==> src/rtl/rssi_pkg.sv <==
// Shared types for the RSSI band sequencer: sample type, FSM states and the
// one-hot result encoding produced by the shared magnitude comparator.
package rssi_pkg;

    localparam int RSSI_W = 6;

    typedef logic [RSSI_W-1:0] rssi_t;

    typedef enum logic [1:0] {
        IDLE = 2'd0,
        CMP  = 2'd1,
        DONE = 2'd2
    } state_t;

    // Bit 2 gt, bit 1 eq, bit 0 lt; exactly one bit is set for any operand pair.
    typedef struct packed {
        logic gt;
        logic eq;
        logic lt;
    } cmp_res_t;

    localparam cmp_res_t CMP_GT = 3'b100;
    localparam cmp_res_t CMP_EQ = 3'b010;
    localparam cmp_res_t CMP_LT = 3'b001;

endpackage

==> src/rtl/rssi_band_sequencer_mag_cmp6.sv <==
// Combinational unsigned magnitude comparator; the single compare resource
// that the band sequencer time-shares across all thresholds.
module mag_cmp6
    import rssi_pkg::*;
#(
    parameter int W = RSSI_W
) (
    input  logic [W-1:0] a,
    input  logic [W-1:0] b,
    output cmp_res_t     res
);

    always_comb begin
        res    = '0;
        res.gt = (a > b);
        res.eq = (a == b);
        res.lt = (a < b);
    end

endmodule

==> src/rtl/rssi_band_sequencer.sv <==
// Steps each accepted RSSI sample through NUM_THR programmable thresholds with
// one shared comparator, then reports the band count, an equality flag and a debounced alarm.
module rssi_band_sequencer
    import rssi_pkg::*;
#(
    parameter int  W        = RSSI_W,
    parameter int  NUM_THR  = 4,
    parameter int  DEBOUNCE = 3,
    localparam int AW       = (NUM_THR > 1) ? $clog2(NUM_THR) : 1,
    localparam int IW       = $clog2(NUM_THR + 1),
    localparam int CW       = $clog2(DEBOUNCE + 1)
) (
    input  logic          clk,
    input  logic          rst,
    input  logic          cfg_we,
    input  logic [AW-1:0] cfg_addr,
    input  logic [W-1:0]  cfg_data,
    input  logic          sample_valid,
    input  logic [W-1:0]  sample_data,
    output logic          sample_ready,
    output logic          busy,
    output logic          band_valid,
    output logic [IW-1:0] band_idx,
    output logic          band_eq,
    output logic          alarm
);

    state_t        state_q, state_d;
    logic [W-1:0]  thr_q [NUM_THR];
    logic [W-1:0]  thr_d [NUM_THR];
    logic [W-1:0]  sample_q, sample_d;
    logic [AW-1:0] k_q, k_d;
    logic [IW-1:0] acc_q, acc_d;
    logic          acc_eq_q, acc_eq_d;
    logic [IW-1:0] band_idx_q, band_idx_d;
    logic          band_eq_q, band_eq_d;
    logic          band_valid_q, band_valid_d;
    logic          busy_q, busy_d;
    logic          sample_ready_q, sample_ready_d;
    logic          alarm_q, alarm_d;
    logic [CW-1:0] dcnt_q, dcnt_d;

    cmp_res_t      res;
    logic          cmp_gt;
    logic          cmp_eq;
    logic          handshake;
    logic          last_k;
    logic [IW-1:0] acc_next;
    logic          eq_next;

    mag_cmp6 #(.W(W)) u_cmp (
        .a   (sample_q),
        .b   (thr_q[k_q]),
        .res (res)
    );

    // Decode the one-hot result as a whole word so an illegal code never counts.
    always_comb begin
        cmp_gt = 1'b0;
        cmp_eq = 1'b0;
        case (res)
            CMP_GT:  cmp_gt = 1'b1;
            CMP_EQ:  cmp_eq = 1'b1;
            default: ;
        endcase
    end

    // Out-of-range addresses match no entry, so they are dropped naturally.
    always_comb begin
        for (int k = 0; k < NUM_THR; k++) begin
            thr_d[k] = thr_q[k];
            if (cfg_we && (cfg_addr == AW'(k))) begin
                thr_d[k] = cfg_data;
            end
        end
    end

    always_comb begin
        handshake = sample_valid && sample_ready_q;
        last_k    = (k_q == AW'(NUM_THR - 1));
        acc_next  = (cmp_gt && (acc_q != IW'(NUM_THR))) ? acc_q + IW'(1) : acc_q;
        eq_next   = acc_eq_q | cmp_eq;

        state_d      = state_q;
        sample_d     = sample_q;
        k_d          = k_q;
        acc_d        = acc_q;
        acc_eq_d     = acc_eq_q;
        band_idx_d   = band_idx_q;
        band_eq_d    = band_eq_q;
        band_valid_d = 1'b0;
        alarm_d      = alarm_q;
        dcnt_d       = dcnt_q;

        case (state_q)
            IDLE, DONE: begin
                if (handshake) begin
                    state_d  = CMP;
                    sample_d = sample_data;
                    k_d      = '0;
                    acc_d    = '0;
                    acc_eq_d = 1'b0;
                end else begin
                    state_d = IDLE;
                end
            end
            CMP: begin
                acc_d    = acc_next;
                acc_eq_d = eq_next;
                k_d      = k_q + AW'(1);
                if (last_k) begin
                    state_d      = DONE;
                    band_valid_d = 1'b1;
                    band_idx_d   = acc_next;
                    band_eq_d    = eq_next;
                    acc_d        = '0;
                    acc_eq_d     = 1'b0;
                    k_d          = '0;
                    // Alarm is updated together with the result it is judged on.
                    if (acc_next == IW'(NUM_THR)) begin
                        if (dcnt_q != CW'(DEBOUNCE)) begin
                            dcnt_d = dcnt_q + CW'(1);
                        end
                        if (dcnt_d == CW'(DEBOUNCE)) begin
                            alarm_d = 1'b1;
                        end
                    end else if (acc_next == '0) begin
                        dcnt_d  = '0;
                        alarm_d = 1'b0;
                    end else begin
                        dcnt_d = '0;
                    end
                end
            end
            default: state_d = IDLE;
        endcase

        sample_ready_d = (state_d != CMP);
        busy_d         = (state_d == CMP);
    end

    always_ff @(posedge clk or posedge rst) begin
        if (rst) begin
            state_q        <= IDLE;
            for (int k = 0; k < NUM_THR; k++) begin
                thr_q[k] <= '1;
            end
            k_q            <= '0;
            acc_q          <= '0;
            acc_eq_q       <= 1'b0;
            band_idx_q     <= '0;
            band_eq_q      <= 1'b0;
            band_valid_q   <= 1'b0;
            busy_q         <= 1'b0;
            sample_ready_q <= 1'b1;
            alarm_q        <= 1'b0;
            dcnt_q         <= '0;
        end else begin
            state_q        <= state_d;
            for (int k = 0; k < NUM_THR; k++) begin
                thr_q[k] <= thr_d[k];
            end
            k_q            <= k_d;
            acc_q          <= acc_d;
            acc_eq_q       <= acc_eq_d;
            band_idx_q     <= band_idx_d;
            band_eq_q      <= band_eq_d;
            band_valid_q   <= band_valid_d;
            busy_q         <= busy_d;
            sample_ready_q <= sample_ready_d;
            alarm_q        <= alarm_d;
            dcnt_q         <= dcnt_d;
        end
    end

    // Sample holding register carries data only and needs no reset.
    always_ff @(posedge clk) begin
        sample_q <= sample_d;
    end

    assign sample_ready = sample_ready_q;
    assign busy         = busy_q;
    assign band_valid   = band_valid_q;
    assign band_idx     = band_idx_q;
    assign band_eq      = band_eq_q;
    assign alarm        = alarm_q;

endmodule

==> config.mk <==
export PLATFORM = sky130hd
export DESIGN_NAME = rssi_band_sequencer
export DESIGN_NICKNAME = d
export VERILOG_FILES = /design/src/rtl/rssi_pkg.sv /design/src/rtl/rssi_band_sequencer_mag_cmp6.sv /design/src/rtl/rssi_band_sequencer.sv
export SDC_FILE = /design/constraint.sdc
export NUM_CORES = 1
export LEC_CHECK = 0
export CORE_MARGIN = 2
export CORE_UTILIZATION = 40
export DETAILED_ROUTE_END_ITERATION = 10
export PLACE_DENSITY = 0.58
export SYNTH_ARGS = -nofsm -noshare
export SYNTH_HDL_FRONTEND = slang
export SYNTH_SLANG_ARGS = --single-unit
export TNS_END_PERCENT = 5
==> constraint.sdc <==
create_clock -name clk -period 2.55 [get_ports clk]
set_input_delay 0.51 -clock clk [delete_from_list [all_inputs] [get_ports clk]]
set_output_delay 0.51 -clock clk [all_outputs]
set_load 0.03 [all_outputs]
==> results.ini, run 1 <==
[timing]
post-route-min-period_ns = 2.48
slew_headroom_pct = 65.5
finClkSkew_ns = 0.00606
final.setup.worst_slack_ns = 0.0665
hold_viol = 0
slew_violations = 0
fin_crit_sh_pct = 97.4
rsz0062_at_grt = true
finalSetupViolCount = 0
fmax_mhz = 403
tightest_slew_ns = 0.518
hold_slack_ns = 0.487

[clock_network]
htreeDepth = 2
cts_inserted_buffers = 5
clock-sinks = 48
path_clk_slew_ns = 0.09
post_cts_buffers = 0
clock-root-buffer = clkbuf_8
clkLatencyLatePin_ns = 0.29
cts_tree = built
cts_max_path_buffers = 2

[worst_setup_path]
worstPathArrival_ns = 2.66
reg2reg_to = dcnt_q[0]
worstRegToRegCells = 9
worstPathMaxFanout = 3
cp-start-kind = flip-flop
cp-end-kind = flip-flop
regToRegSetupSlack_ns = 0.07
worstSetupStartpoint = k_q[0]
regToRegStartpoint = k_q[0]
critical_path_class = reg -> reg
crit_path_end = dcnt_q[0]
required_ns = 2.72

[yosys]
synthesis.nets = 201
synth_edf_count = 6
synth_area_leader_cell = dfstp_2
yosysWarnings = 0
syn_area_um2 = 2300
yosysTopAreaCellShare_pct = 28.6
yosys-mux-area-fraction_pct = 18.1
yosys-top-cells-area = dfstp_2, dfrtp_1, mux2_2
synth_fa_ha_area_share_pct = 4.90
async_reset_ff_share_pct = 87.5
ys_types = 37
synth_flop_cell = dfstp_2
synth_compound_area_share_pct = 10.9
synth.top_cells.by_count = dfstp_2, mux2_2, dfrtp_1, inv_1, nand2_1
synthXorXnorAreaFrac_pct = 0.381
synth_most_common_cell = dfstp_2
synth.avg_cell_area_um2 = 13.2
yosysSeqAreaShare_pct = 55.0
synthSimpleGateAreaFrac_pct = 7.68
synth_top_family_by_area = multiplexers
netlist_instances = 174
synth_seq_cells = 48

[routing]
wire_per_inst_um = 14.9
firstDrtPassIters = 4
top_layer_used = met4
drc = 0
ant_nets = 0
via_count = 1495
viasPerCell = 5.23
wl_met3_um = 136
finalWirelength_um = 4260
wl_met1_um = 1910
met2RoutedLength_um = 2150
drtIter0Drc = 32

[global_route]
grt_pass1_vias = 1561
grt_pass1_wl_um = 7260
grt_max_degree = 43
grt.overflow.total = 0
track_usage_pct = 14.9
antenna_found_initial = 0

[layout]
stdcell_area_um2 = 2810
nets = 240
diodes = 0
final_util_pct = 50.7
seq_area_um2 = 1260
area_delta_synth_final_pct = 22.4
multi_input_comb_area_um2 = 972
layout-drive-gt1-share_pct = 38.3
fillers = 511
final_cells = 286

[worst_hold_path]
min_path_type = reg -> reg

[flow_run]
drv_cap = 0

[power_and_ir_drop]
p_sw_share_pct = 35.8
peakVddDrop_mv = 0.413
internal_power_mw = 1.93
power_per_cell_area_nw_per_um2 = 1070
power.switching_mw = 1.07
power.share.sequential_pct = 39.0
power_frac_comb_pct = 44.4
leakagePower_nw = 1.17
p_clk_share_pct = 16.6

[floorplanning]
fp.dieW_um = 79.8
die_h_um = 79.8
design.core.area_um2 = 5540
ioPinCount = 26
dieArea_um2 = 6360
initial_utilization_pct = 41.5
num_rows = 27

[place]
placed_cell_area_um2 = 2700
io_buffers = 25
gp_congestion = 0.728
preCtsSetupSlack_ns = -0.00496
dp.cells = 278
dp_hpwl_um = 3220

[status]
status = finished, final reports clean

## cell usage in the layout (no fill, tap or decap), types with 2 or more instances in the layout
cell,instances
o21ai_1,3
ha_1,9
buf_4,8
clkbuf_1,2
dfrtp_1,17
clkdlybuf4s50_1,25
a21oi_2,3
nand3_1,2
o22ai_1,2
a21oi_1,5
clkbuf_8,5
nand2b_1,3
nor2_1,7
nand3b_1,2
nand2_1,13
mux2_2,24
edfxtp_1,6
o21ai_0,7
dfstp_2,25
mux4_2,6
inv_1,17
## critical path: stages, from the launching register on
cell	delay, ns
dfrtp_1	0.37
buf_4	0.16
mux4_2	0.49
inv_1	0.07
ha_1	0.24
and4_2	0.24
a41o_1	0.24
a31o_2	0.24
o221ai_2	0.20
o22ai_1	0.11
## final cells by class
cell class              instances  share of cell area, %
flip-flops and latches         48                   44.9
multi-input cells             107                   34.6
repair buffers                 34                   11.4
clock buffers                   8                   3.60
well taps                      72                   3.20
inverters                      17                   2.27
## metal layers
layer | track usage [%] | vias to the layer above
li1 | - | 708
met1 | 18.8 | 757
met2 | 25.1 | 24
met3 | 3.62 | 6
met4 | 5.08 | 0
met5 | 0 | -
## worst min-delay path by stage
stage           startpoint           to  cells past startpoint
5_1_grt        band_idx[0]  band_idx[0]                      2
3_3_place_gp       band_eq      band_eq                      2
3_5_place_dp       band_eq      band_eq                      2
6_report       band_idx[0]  band_idx[0]                      2
4_1_cts            band_eq      band_eq                      2
2_1_floorplan     acc_eq_q     acc_eq_q                      2
## logic make-up after synthesis
group | count (synthesis)
buffers and inverters | 19
multiplexers | 31
XOR/XNOR | 1
AND/OR/NAND/NOR | 33
flip-flops | 48
AO/OA/AOI/OAI | 33
adder cells (fa/ha/maj) | 9
## per-stage QoR
stage	setup TNS, ns	power (mW)
6_report	0	3.00
5_1_grt	-0.168	3.22
4_1_cts	0	3.02
3_5_place_dp	-0.00496	2.50
3_3_place_gp	0	2.47
2_1_floorplan	0	2.08
## power groups by stage
stage	registers (mW)	logic (mW)	clock network, mW
after global routing	1.20	1.47	0.551
after detailed placement	1.18	1.32	0
after global placement	1.17	1.29	0
after CTS	1.17	1.34	0.514
after floorplan	1.23	0.847	0
final	1.17	1.33	0.498
## repair_timing
item / CTS / global route
gates resized for setup: 1 / 5
hold buffers: 0 / 0
pin swaps: 1 / 1
endpoints found under the setup margin: 5 / 10
## registers in the layout, summed over array words and instances (netlist names), 2 cells and up
register and flops:
dcnt_q 2, state_q 2, sample_q 6, thr_q 24, band_idx 3, k_q 2
acc_q 3
Note: power is estimated with default switching activity, not from simulation.
==> run 2: changes to the inputs <==
--- a/config.mk
+++ b/config.mk
@@ -5,6 +5,7 @@
 export SDC_FILE = /design/constraint.sdc
 export NUM_CORES = 1
 export LEC_CHECK = 0
+export CAP_MARGIN = 25
 export CORE_MARGIN = 2
 export CORE_UTILIZATION = 40
 export DETAILED_ROUTE_END_ITERATION = 10
==> results of run 2 <==
The final DEF is identical to that of run 1; final timing and power are the same.
==> RTL change (config.mk and constraints of run 1) <==
The parameter `NUM_THR` goes from 4 to 8.
--- a/src/rtl/rssi_band_sequencer.sv
+++ b/src/rtl/rssi_band_sequencer.sv
@@ -4,7 +4,7 @@
     import rssi_pkg::*;
 #(
     parameter int  W        = RSSI_W,
-    parameter int  NUM_THR  = 4,
+    parameter int  NUM_THR  = 8,
     parameter int  DEBOUNCE = 3,
     localparam int AW       = (NUM_THR > 1) ? $clog2(NUM_THR) : 1,
     localparam int IW       = $clog2(NUM_THR + 1),
Ports: changed (resized band_idx and cfg_addr); port bits go from 26 to 28. The function was not compared with the original's and may differ.
==> RTL change against run 1 <==
The run now ends with setup timing left. Cell area up 54%. Worst setup slack lost 0.31 ns. Total power grew 62%. Core utilization down 0.56 points. Largest cell class unchanged. Sequential share of layout area rose by 0.56 points. Routed wire length rose by 62%. Sequential cell count increased by 27. Synthesized area grew 54%.
==> RTL change: results (changes against run 1) <==
Layout
  • Non-clock buffer count: 50 (was 34)
  • Top Registers: thr_q (48), sample_q (6) (was thr_q (24), sample_q (6))
  • Fin nets: 331 (was 240)
  • Seq area share: 45.5% (was 44.9%)
  • Non-clock inverters: 9 (was 17)
  • Comb_multi_in: 157 (was 107)
  • ClkCell Share: 4.68% (was 3.60%)
  • CLK BUF: 10 (was 8)
  • Share of layout cells above drive strength 1: 53.4% (was 38.3%)
  • Fillers: 774 (was 511)
  • Area of the multi-input gates: 0.00151 sq mm (was 972 sq um)
  • Buffer share of cell area: 11.1% (was 11.4%)

Detailed routing
  • DRT Wirelength: 6890 um (was 4260 um)
  • Metal2 WL: 3430 um (was 2150 um)
  • Metal3 WL: 170 um (was 136 um)
  • WL met1: 3210 um (was 1910 um)

Setup path
  • Worst reg-to-reg path cell count: 11 (was 9)
  • RR Endpoint: alarm (was dcnt_q[0])

Floorplan
  • Core ar.: 0.00864 sq mm (was 0.00554 sq mm)

Logic synthesis
  • Multiplexer share of the synthesized area: 25.0% (was 18.1%)
  • Synth Instances: 250 (was 174)
  • Yosys cell types: 34 (was 37)
  • List of most frequent post-synthesis cells: 49 x dfstp_2, 49 x mux2_2, 20 x dfrtp_1 (was 25 x dfstp_2, 24 x mux2_2, 17 x dfrtp_1, 17 x inv_1, 13 x nand2_1)
  • Async set-reset flop share out of synthesis: 92.0% (was 87.5%)
  • Xor-xnor portion of the synthesized cell area: 0.993% (was 0.381%)
  • Adder-cell share of the synthesized area: 3.55% (was 4.90%)
  • Top cells by area, synth: dfstp_2 36%, mux2_2 16%, dfrtp_1 14%, mux4_2 7.7%, edfxtp_1 5.1% (was dfstp_2 29%, dfrtp_1 19%, mux2_2 12%, edfxtp_1 7.8%, mux4_2 5.9%)
  • Post-synthesis compound-gate area fraction: 5.60% (was 10.9%)

Timing
  • Clk_skew: 0.0100 ns (was 0.00606 ns)
  • Fin worst setup slack: -0.246 ns (was 0.0665 ns)
  • Finish-stage setup viols: 13 (was 0)

Global route
  • Tot GR Track Use: 15.9% (was 14.9%)
  • Met2 usage: 25.2% (was 25.1%)
  • Vias in the first global route: 2252 (was 1561)
  • Met1 usage: 22.0% (was 18.8%)
  • Met3 Usage GRT: 3.65% (was 3.62%)
  • Largest net degree at the start of global routing: 70 (was 43)

Min path
  • Hold_sp: band_idx[3] (was band_idx[0])
  • Hold EP: band_idx[3] (was band_idx[0])

Place
  • Post-DP Area: 0.00407 sq mm (was 0.00270 sq mm)
  • Post-DP HPWL: 4890 um (was 3220 um)
  • Inst Count DP: 395 (was 278)
  • RePlAce Congestion: 0.842 (was 0.728)

Clock network
  • Cts bufs inserted: 9 (was 5)
  • Clk sinks: 75 (was 48)
  • Worst-Skew Late Latency: 0.34 ns (was 0.29 ns)
  • Post-CTS Setup Inserts: 1 (was 0)

Power and ir drop
  • Leak Pwr: 1.74 nW (was 1.17 nW)
  • Peak VDD IR: 0.000384 V (was 0.000413 V)

Outcome
  • Status: finished with violations (was completed)
  • Failing checks: setup timing
[RTL change: cell count changes in the layout (fill, tap and decap cells not counted), moves of 5 or more]
cell | run 1 | this run
buf_4 | 8 | 19
clkbuf_8 | 5 | 10
dfstp_2 | 25 | 49
inv_1 | 17 | 8
mux2_2 | 24 | 49
mux4_2 | 6 | 12
nand2_1 | 13 | 18
[RTL change: metrics by stage]
step                      setup TNS, ns  hold slack, ns  power, mW  utilization [%]
after global placement            -3.75           0.465       3.81             47.1
after global routing              -4.63           0.521       5.22             50.2
final                             -1.93           0.481       4.86             50.2
after CTS                         -3.36           0.489       4.85             49.7
after floorplan                  -0.910           0.484       3.22                -
after detailed placement          -3.51           0.470       3.82             47.1
[RTL change: how the worst max path moves through the flow]
stage	start	to	slack, ns
2_1_floorplan	k_q[0]	alarm	-0.18
3_3_place_gp	k_q[0]	band_eq	-0.44
3_5_place_dp	k_q[0]	band_eq	-0.41
4_1_cts	k_q[0]	band_idx[2]	-0.33
5_1_grt	k_q[0]	alarm	-0.45
6_report	k_q[0]	alarm	-0.25
[RTL change: critical path: stages, from the launching register on]
cell and delay, ns:
dfrtp_2 0.44, buf_4 0.17, buf_4 0.13, mux4_2 0.27, mux2_2 0.28, ha_1 0.18
nor2b_1 0.21, o21bai_4 0.09, a221oi_4 0.37, mux2i_2 0.31, a31oi_1 0.11, a31oi_1 0.14
[RTL change: logic make-up (layout without fill, tap and decap cells)]
family	count (synthesis)	after routing
buffers and inverters	18	75
and+or+nand+nor	47	47
muxes	67	67
AOI/OAI and AO/OA	29	29
adders and majority gates	10	10
xor gates and xnor gates	4	4
DFF	75	75
[RTL change: power breakdown]
part           internal, mW  switching (mW)  leakage (nW)
combinational          1.12           0.961         0.803
clock                 0.478           0.442         0.102
sequential             1.64           0.211         0.831
total                  3.24            1.61          1.74
